### src/rtl/stream_mux_rr_pkg.sv
// stream_mux_rr_pkg: mode constants and width helper shared by the stream mux files.
package stream_mux_rr_pkg;

    localparam int MODE_RR    = 0;
    localparam int MODE_FIXED = 1;

    function automatic int clog2(input int n);
        int r;
        r = 0;
        while ((1 << r) < n) r++;
        return r;
    endfunction

endpackage

### src/rtl/rr_arbiter_n.sv
// rr_arbiter_n: combinational round-robin pick of the first requester at or after ptr_i.
module rr_arbiter_n #(
    parameter int N_CH  = 4,
    parameter int SEL_W = 2
) (
    input  logic [N_CH-1:0]  req_i,
    input  logic [SEL_W-1:0] ptr_i,
    output logic [SEL_W-1:0] gnt_o,
    output logic             gnt_valid_o
);

    logic [SEL_W-1:0] idx;

    // Scan farthest-first so the requester closest to ptr_i overwrites the rest.
    always_comb begin
        gnt_o       = '0;
        gnt_valid_o = 1'b0;
        idx         = '0;
        for (int k = N_CH - 1; k >= 0; k--) begin
            idx = SEL_W'((int'(ptr_i) + k) % N_CH);
            if (req_i[idx]) begin
                gnt_o       = idx;
                gnt_valid_o = 1'b1;
            end
        end
    end

endmodule

### src/rtl/stream_mux_rr.sv
// stream_mux_rr: packet-aware N-channel stream mux with round-robin or fixed select,
// holding the grant for a whole packet and driving a single registered output beat.
module stream_mux_rr
    import stream_mux_rr_pkg::*;
#(
    parameter int WIDTH = 4,
    parameter int N_CH  = 4,
    parameter int SEL_W = clog2(N_CH),
    parameter int MODE  = MODE_RR
) (
    input  logic                  clk,
    input  logic                  rst,
    input  logic [N_CH*WIDTH-1:0] in_data,
    input  logic [N_CH-1:0]       in_valid,
    input  logic [N_CH-1:0]       in_last,
    output logic [N_CH-1:0]       in_ready,
    input  logic [SEL_W-1:0]      sel,
    output logic [WIDTH-1:0]      out_data,
    output logic                  out_valid,
    output logic                  out_last,
    output logic [SEL_W-1:0]      out_ch,
    input  logic                  out_ready
);

    logic [WIDTH-1:0] ch_data [N_CH];
    logic [WIDTH-1:0] out_data_q, out_data_d;
    logic             out_valid_q, out_valid_d;
    logic             out_last_q, out_last_d;
    logic [SEL_W-1:0] out_ch_q, out_ch_d;
    logic             locked_q, locked_d;
    logic [SEL_W-1:0] lock_ch_q, lock_ch_d;
    logic [SEL_W-1:0] rr_ptr_q, rr_ptr_d;
    logic [SEL_W-1:0] arb_ch, cur;
    logic             arb_valid, grant, load, xfer;

    for (genvar i = 0; i < N_CH; i++) begin : g_unpack
        assign ch_data[i] = in_data[i*WIDTH +: WIDTH];
    end

    rr_arbiter_n #(
        .N_CH  (N_CH),
        .SEL_W (SEL_W)
    ) u_arb (
        .req_i       (in_valid),
        .ptr_i       (rr_ptr_q),
        .gnt_o       (arb_ch),
        .gnt_valid_o (arb_valid)
    );

    // A held lock always wins; otherwise the mode decides who owns the next packet.
    assign cur   = locked_q ? lock_ch_q : (MODE == MODE_FIXED) ? sel : arb_ch;
    assign grant = locked_q || ((MODE == MODE_FIXED) ? (int'(sel) < N_CH) : arb_valid);
    assign load  = !out_valid_q || out_ready;
    assign xfer  = load && grant && in_valid[cur];

    assign in_ready = (load && grant && !rst) ? (N_CH'(1) << cur) : '0;

    always_comb begin
        out_data_d  = out_data_q;
        out_valid_d = out_valid_q;
        out_last_d  = out_last_q;
        out_ch_d    = out_ch_q;
        locked_d    = locked_q;
        lock_ch_d   = lock_ch_q;
        rr_ptr_d    = rr_ptr_q;
        if (load) begin
            out_valid_d = xfer;
            if (xfer) begin
                out_data_d = ch_data[cur];
                out_last_d = in_last[cur];
                out_ch_d   = cur;
                locked_d   = !in_last[cur];
                lock_ch_d  = in_last[cur] ? lock_ch_q : cur;
                rr_ptr_d   = !in_last[cur] ? rr_ptr_q :
                             (cur == SEL_W'(N_CH - 1)) ? '0 : cur + SEL_W'(1);
            end
        end
    end

    always_ff @(posedge clk or posedge rst) begin
        if (rst) begin
            out_data_q  <= '0;
            out_valid_q <= 1'b0;
            out_last_q  <= 1'b0;
            out_ch_q    <= '0;
            locked_q    <= 1'b0;
            lock_ch_q   <= '0;
            rr_ptr_q    <= '0;
        end else begin
            out_data_q  <= out_data_d;
            out_valid_q <= out_valid_d;
            out_last_q  <= out_last_d;
            out_ch_q    <= out_ch_d;
            locked_q    <= locked_d;
            lock_ch_q   <= lock_ch_d;
            rr_ptr_q    <= rr_ptr_d;
        end
    end

    assign out_data  = out_data_q;
    assign out_valid = out_valid_q;
    assign out_last  = out_last_q;
    assign out_ch    = out_ch_q;

endmodule

### config.mk
export PLATFORM = sky130hd
export DESIGN_NAME = stream_mux_rr
export DESIGN_NICKNAME = d
export VERILOG_FILES = /design/src/rtl/stream_mux_rr_pkg.sv /design/src/rtl/rr_arbiter_n.sv /design/src/rtl/stream_mux_rr.sv
export SDC_FILE = /design/constraint.sdc
export NUM_CORES = 1
export LEC_CHECK = 0
export CORE_MARGIN = 5
export CORE_UTILIZATION = 42
export CTS_CLUSTER_DIAMETER = 40
export DETAILED_ROUTE_END_ITERATION = 16
export GPL_TIMING_DRIVEN = 0
export PLACE_DENSITY_LB_ADDON = 0.08
export SLEW_MARGIN = 10
export SYNTH_ARGS = -nofsm -noshare
export SYNTH_HDL_FRONTEND = slang
export SYNTH_HIERARCHICAL = 1
export SYNTH_SLANG_ARGS = --single-unit
### constraint.sdc
create_clock -name clk -period 2.24 [get_ports clk]
set_input_delay 0.448 -clock clk [delete_from_list [all_inputs] [get_ports clk]]
set_output_delay 0.448 -clock clk [all_outputs]
set_load 0.02 [all_outputs]
# == Word level (Yosys, flattened, before mapping) ==
# Cells that the tools add are included.
# W data, S select, Z words.
# classes
add_sub_neg,4
n_lt_le_gt_ge,6
eq_ne,1
n_shift,1
n_mux,26
bitwise_logic,2
reduce_logical,11
# ops
cell,count
$lt A2 B3 Y1 const B,5
$bmux W1 S2,6
$mux W2,6
$mux W4,3
$mux W1,10
$bmux W4 S2,1
$reduce_and A3 Y1,2
$add A2 B1 Y2 const B,2
$add A2 B2 Y2 const B,2
$shl A1 B2 Y4 const A,1
$ge A3 B3 Y1 const B,1
$logic_and A1 B1 Y1,3
$logic_not A1 Y1,3
$not A2 Y3,1
$eq A2 B2 Y1 const B,1
$logic_or A1 B1 Y1,2
$reduce_and A2 Y1,1
$not A1 Y1,1
# word_totals
register_bits,13
inputBits,29
out_inout_bits,12
elab_cells,58

# == Longest topological paths before layout ==
# depth
ltp_word,12
mapped_depth,10
ltp_nobuf,9

# == Cells and area by module ==
# The synthesis kept the hierarchy.
# by_module_without_submodules
module,instances,cells_each,area_per_inst_um2,seq_area_each_um2
stream_mux_rr,1,97,915.9,325.3
rr_arbiter_n,1,13,77.6,0.0

# == Worst setup path after synthesis ==
# OpenSTA, ideal clock, no wires.
# synth_path
path_type,input-to-output
from,input port in_valid[1]
to,output port in_ready[3]
t_arrival_ns,1.750
required_ns,1.792
setup_slack_ns,0.042
path_stages,9
n_path_buf,1
cell_sequence,nor3b_1 -> a211oi_1 -> nor2_1 -> nand2b_4 -> and2_4 -> buf_6 -> inv_1 -> ha_1 -> and2_1
# synth_between
elab_cells_between_ends,22
cone_classes,shift (1); mux (18); reduce/logical (3)
# synth_rtl
element,line_no,source
"start, declared",stream_mux_rr.sv:14,"input logic [N_CH-1:0] in_valid,"
$bmux W1 S2,rr_arbiter_n.sv:21,if (req_i[idx]) begin
$mux W1 (not written as such),rr_arbiter_n.sv:21,
$mux W2 (3 in a row),rr_arbiter_n.sv:21,
$mux W2 (*),rr_arbiter_n.sv:21,
via arb_ch[1],stream_mux_rr.sv:33,"logic [SEL_W-1:0] arb_ch, cur;"
$mux W2 (*),stream_mux_rr.sv:51,assign cur = locked_q ? lock_ch_q : (MODE == MODE_FIXED) ? sel : arb_ch;
via cur[1],stream_mux_rr.sv:33,
$shl A1 B2 Y4 (*),stream_mux_rr.sv:56,assign in_ready = (load && grant && !rst) ? (N_CH'(1) << cur) : '0;
$mux W4 (*),stream_mux_rr.sv:56,
"end, declared",stream_mux_rr.sv:16,"output logic [N_CH-1:0] in_ready,"
# The timed path passes the listed nets; every way through them passes the cells marked *. The select of a mux whose other input is x is not followed.

# == Final worst setup path ==
# layout_path
from,input port in_valid[3]
to,output port in_ready[3]
# The elaborated chain is that of the path after synthesis.

==> results.yml <==
run_status:
  outcome: "complete, but fails checks"
  violations: "negative setup slack"
cts:
  cts_hold_buf: 0
  cts_tree: "built"
  htreeDepth: 1
  clockRootBuffer: "clkbuf_4"
  clk_latency_ns: 0.27
  cts_num_sinks: 13
  cts_buffers: 3
  path_clk_slew_ns: 0.09
  clk_path_buf_depth: 2
sta:
  slew-limit-headroom_pct: 64.8
  slew_violations: 0
  finalClockSkew_ns: 0.0109
  fmax_ghz: 0.405
  period_needed_ns: 2.47
  timing.final.ws_setup_ns: -0.231
  finalHoldViolations: 0
  rsz0062_at_grt: "true"
  finalSetupViolCount: 13
  finalSetupTns_ns: -1.76
  worst_pin_slew_ns: 0.528
  finalCritPeriodShare_pct: 110
global_routing:
  grt_pass1_wl_um: 5070
  grt.total_usage_pct: 19.0
  antenna_found_initial: 0
  overflow: 0
  grt_max_degree: 14
  grt_pass1_vias: 1155
synthesis:
  ys_warn_count: 6
  netlist_instances: 110
  synth_xor_area_share_pct: 0
  ys.flop_type: "dfrtp_1"
  synthAdderAreaFrac_pct: 5.04
  synth_nets: 143
  synthSimpleGateAreaFrac_pct: 25.8
  avgSynthCellArea_um2: 9.03
  synth_top_family_by_area: "simple AND/OR/NAND/NOR gates"
  synth_edf_count: 0
  ys_seq_area_share_pct: 32.7
  synthMuxAreaShare_pct: 15.9
  ys_types: 36
  synth_seq_cells: 13
  synth_compound_area_share_pct: 14.7
  syn_area_um2: 993
  ys_async_sr_fraction_pct: 100
floorplan:
  die_x_um: 58.6
  start_util_pct: 44.5
  num_rows: 17
  die_h_um: 58.6
  fp.coreArea_um2: 2230
  die_area_um2: 3440
  io_pins: 41
hold_path:
  whs_path_depth: 2
  holdPathEnd: "out_ch[0]"
  min_path_type: "reg -> reg"
  holdCritStartpoint: "out_ch[0]"
power_and_ir_drop:
  power_frac_comb_pct: 79.9
  cellLeakagePower_uw: 0.000828
  p_clk_share_pct: 4.9
  p_seq_share_pct: 15.2
  irDropWorstVdd_mv: 1.07
  powerDensity_nw_per_um2: 1640
  p_sw_share_pct: 42.6
  power.switching_uw: 1290
  internal_power_uw: 1740
setup_path:
  regToRegSetupSlack_ns: -0.16
  critPathArrivalTime_ns: 2.02
  cp_slowest_cell: "a211oi_2"
  timing.rr.start: "rr_ptr_q[1]"
  critPathRequiredTime_ns: 1.79
  path_cells: "clkdlybuf4s15_2 > nand2b_1 > a211oi_2 > nor2_2 > nand2b_4 > and2_4 > clkinvlp_4 > ha_4 > and2_4 > buf_6"
  cp-end-kind: "output port"
  worstSetupPathType: "in -> out"
  critical_path.most_common_cell: "and2_4"
  r2r-end: "lock_ch_q[0]"
  r2r_cells: 11
  critPathMaxStageDelay_ns: 0.24
  path_max_fanout: 5
  startpoint_type: "input port"
cells_and_area:
  fillers: 127
  final_nets: 209
  fin_util_pct: 83.0
  drive_above_1_share_pct: 42.9
  num_antenna_cells: 0
  area_growth_pct: 86.6
route:
  totalWireLength_um: 3350
  first_iter_violations: 48
  dr.pass1.iters: 4
  route.antenna.remaining_nets: 0
  vias: 1079
  drc: 0
  viasPerCell: 5.32
  wl_per_cell_um: 16.5
placed_design:
  post-dp-hpwl_um: 2050
  io_buffers: 38
  finalWeightedCongestion: 0.741
flow_run:
  cap_violations: 0
[metrics by stage]
stage                     cells  power (uW)  area [um^2]  hold slack [ns]  setup slack (ns)
final                       203        3030         1850            0.513            -0.231
after global routing        203        3240         1850            0.528            -0.305
after CTS                   198        2570         1680            0.500            -0.219
after floorplan             110        1460          993            0.325            0.0416
after global placement      176        1870         1410            0.473             -1.10
after detailed placement    176        1900         1410            0.480             -1.14
[synthesized netlist by cell type, drive strengths merged (4+ instances only)]
cell	count	area share (%)
a31oi	4	2.5
and2	5	3.4
and3	4	2.5
buf	4	3.3
dfrtp	13	33
ha	4	5.0
inv	6	2.5
mux2	6	7.2
mux2i	7	8.7
nand2	22	8.6
nand2b	6	4.5
nor2	10	4.0
o21ai	6	3.0
[worst max-delay path by stage]
| stage | startpoint | endpoint | cells after the start |
|---|---|---|---|
| floorplan | in_valid[1] | in_ready[3] | 9 |
| global placement | in_valid[1] | in_ready[3] | 11 |
| detailed placement | in_valid[1] | in_ready[3] | 11 |
| CTS | rr_ptr_q[1] | in_ready[3] | 9 |
| global route | rr_ptr_q[1] | in_ready[0] | 8 |
| finish | in_valid[3] | in_ready[3] | 10 |
[sequential cells by signal, summed over array words and instances (netlist names)]
| name | count |
|---|---|
| locked_q | 1 |
| rr_ptr_q | 2 |
| out_valid | 1 |
| lock_ch_q | 2 |
| out_data | 4 |
| out_ch | 2 |
| out_last | 1 |
[layout by cell type, fill, tap and decap left out, types with 2 or more instances in the layout]
cell type         n
dlygate4sd2_1     2
clkdlybuf4s50_1  30
a31oi_1           4
a211oi_2          2
inv_1             4
mux2i_1           3
buf_4            19
ha_4              3
buf_6            10
and3_1            4
nor2_1            7
o21ai_2           3
nand2b_4          3
dfrtp_1          12
o21ai_1           2
mux2i_4           4
nand2b_1          3
buf_8             2
a21oi_2           2
mux2_4            6
and2_4            4
nor2_4            2
nand2_1          21
clkbuf_4          3
[worst max-delay path: cells and delay by family]
family	cells	cell delay [ns]
compound gates	1	0.24
fa+ha+maj	1	0.19
buf+inv	3	0.50
simple gates	5	0.64
[layout make-up]
type	count	area, um^2	share of cell area [%]
Sequential cell	13	327	17.6
Buffer	3	37.5	2.02
Multi-Input combinational cell	87	813	43.9
Timing Repair Buffer	62	587	31.6
Inverter	6	28.8	1.55
Tap cell	28	35.0	1.89
Clock buffer	4	26.3	1.42
[kinds of logic (layout without fill, tap and decap cells)]
family	count (synthesis)	in the layout
AO/OA/AOI/OAI	20	20
adder cells (fa/ha/maj)	4	4
buffers and inverters	10	75
flip-flops	13	13
multiplexers	13	13
AND/OR/NAND/NOR	50	50
[power by group through the flow]
stage	Sequential (uW)	Combinational, uW	Clock [uW]
after floorplan	528	933	0
after global placement	445	1420	0
after detailed placement	451	1450	0
after CTS	449	1970	151
after global routing	479	2590	164
final	461	2420	148
[metal layers]
| layer | share of wire [%] | vias up | GRT usage, % |
|---|---|---|---|
| met5 | 0 | - | 0 |
| met4 | 1.6 | 0 | 5.50 |
| met3 | 5.2 | 8 | 5.26 |
| met2 | 52 | 42 | 34.0 |
| met1 | 41 | 519 | 21.9 |
| li1 | - | 510 | - |
[what timing repair did]
item | in CTS | in global routing
setup endpoints to repair | 17 | 14
buffers inserted | 20 | 6
pin swaps | 15 | 13
gates resized for setup | 54 | 28
Note: power is estimated with default switching activity, not from simulation.
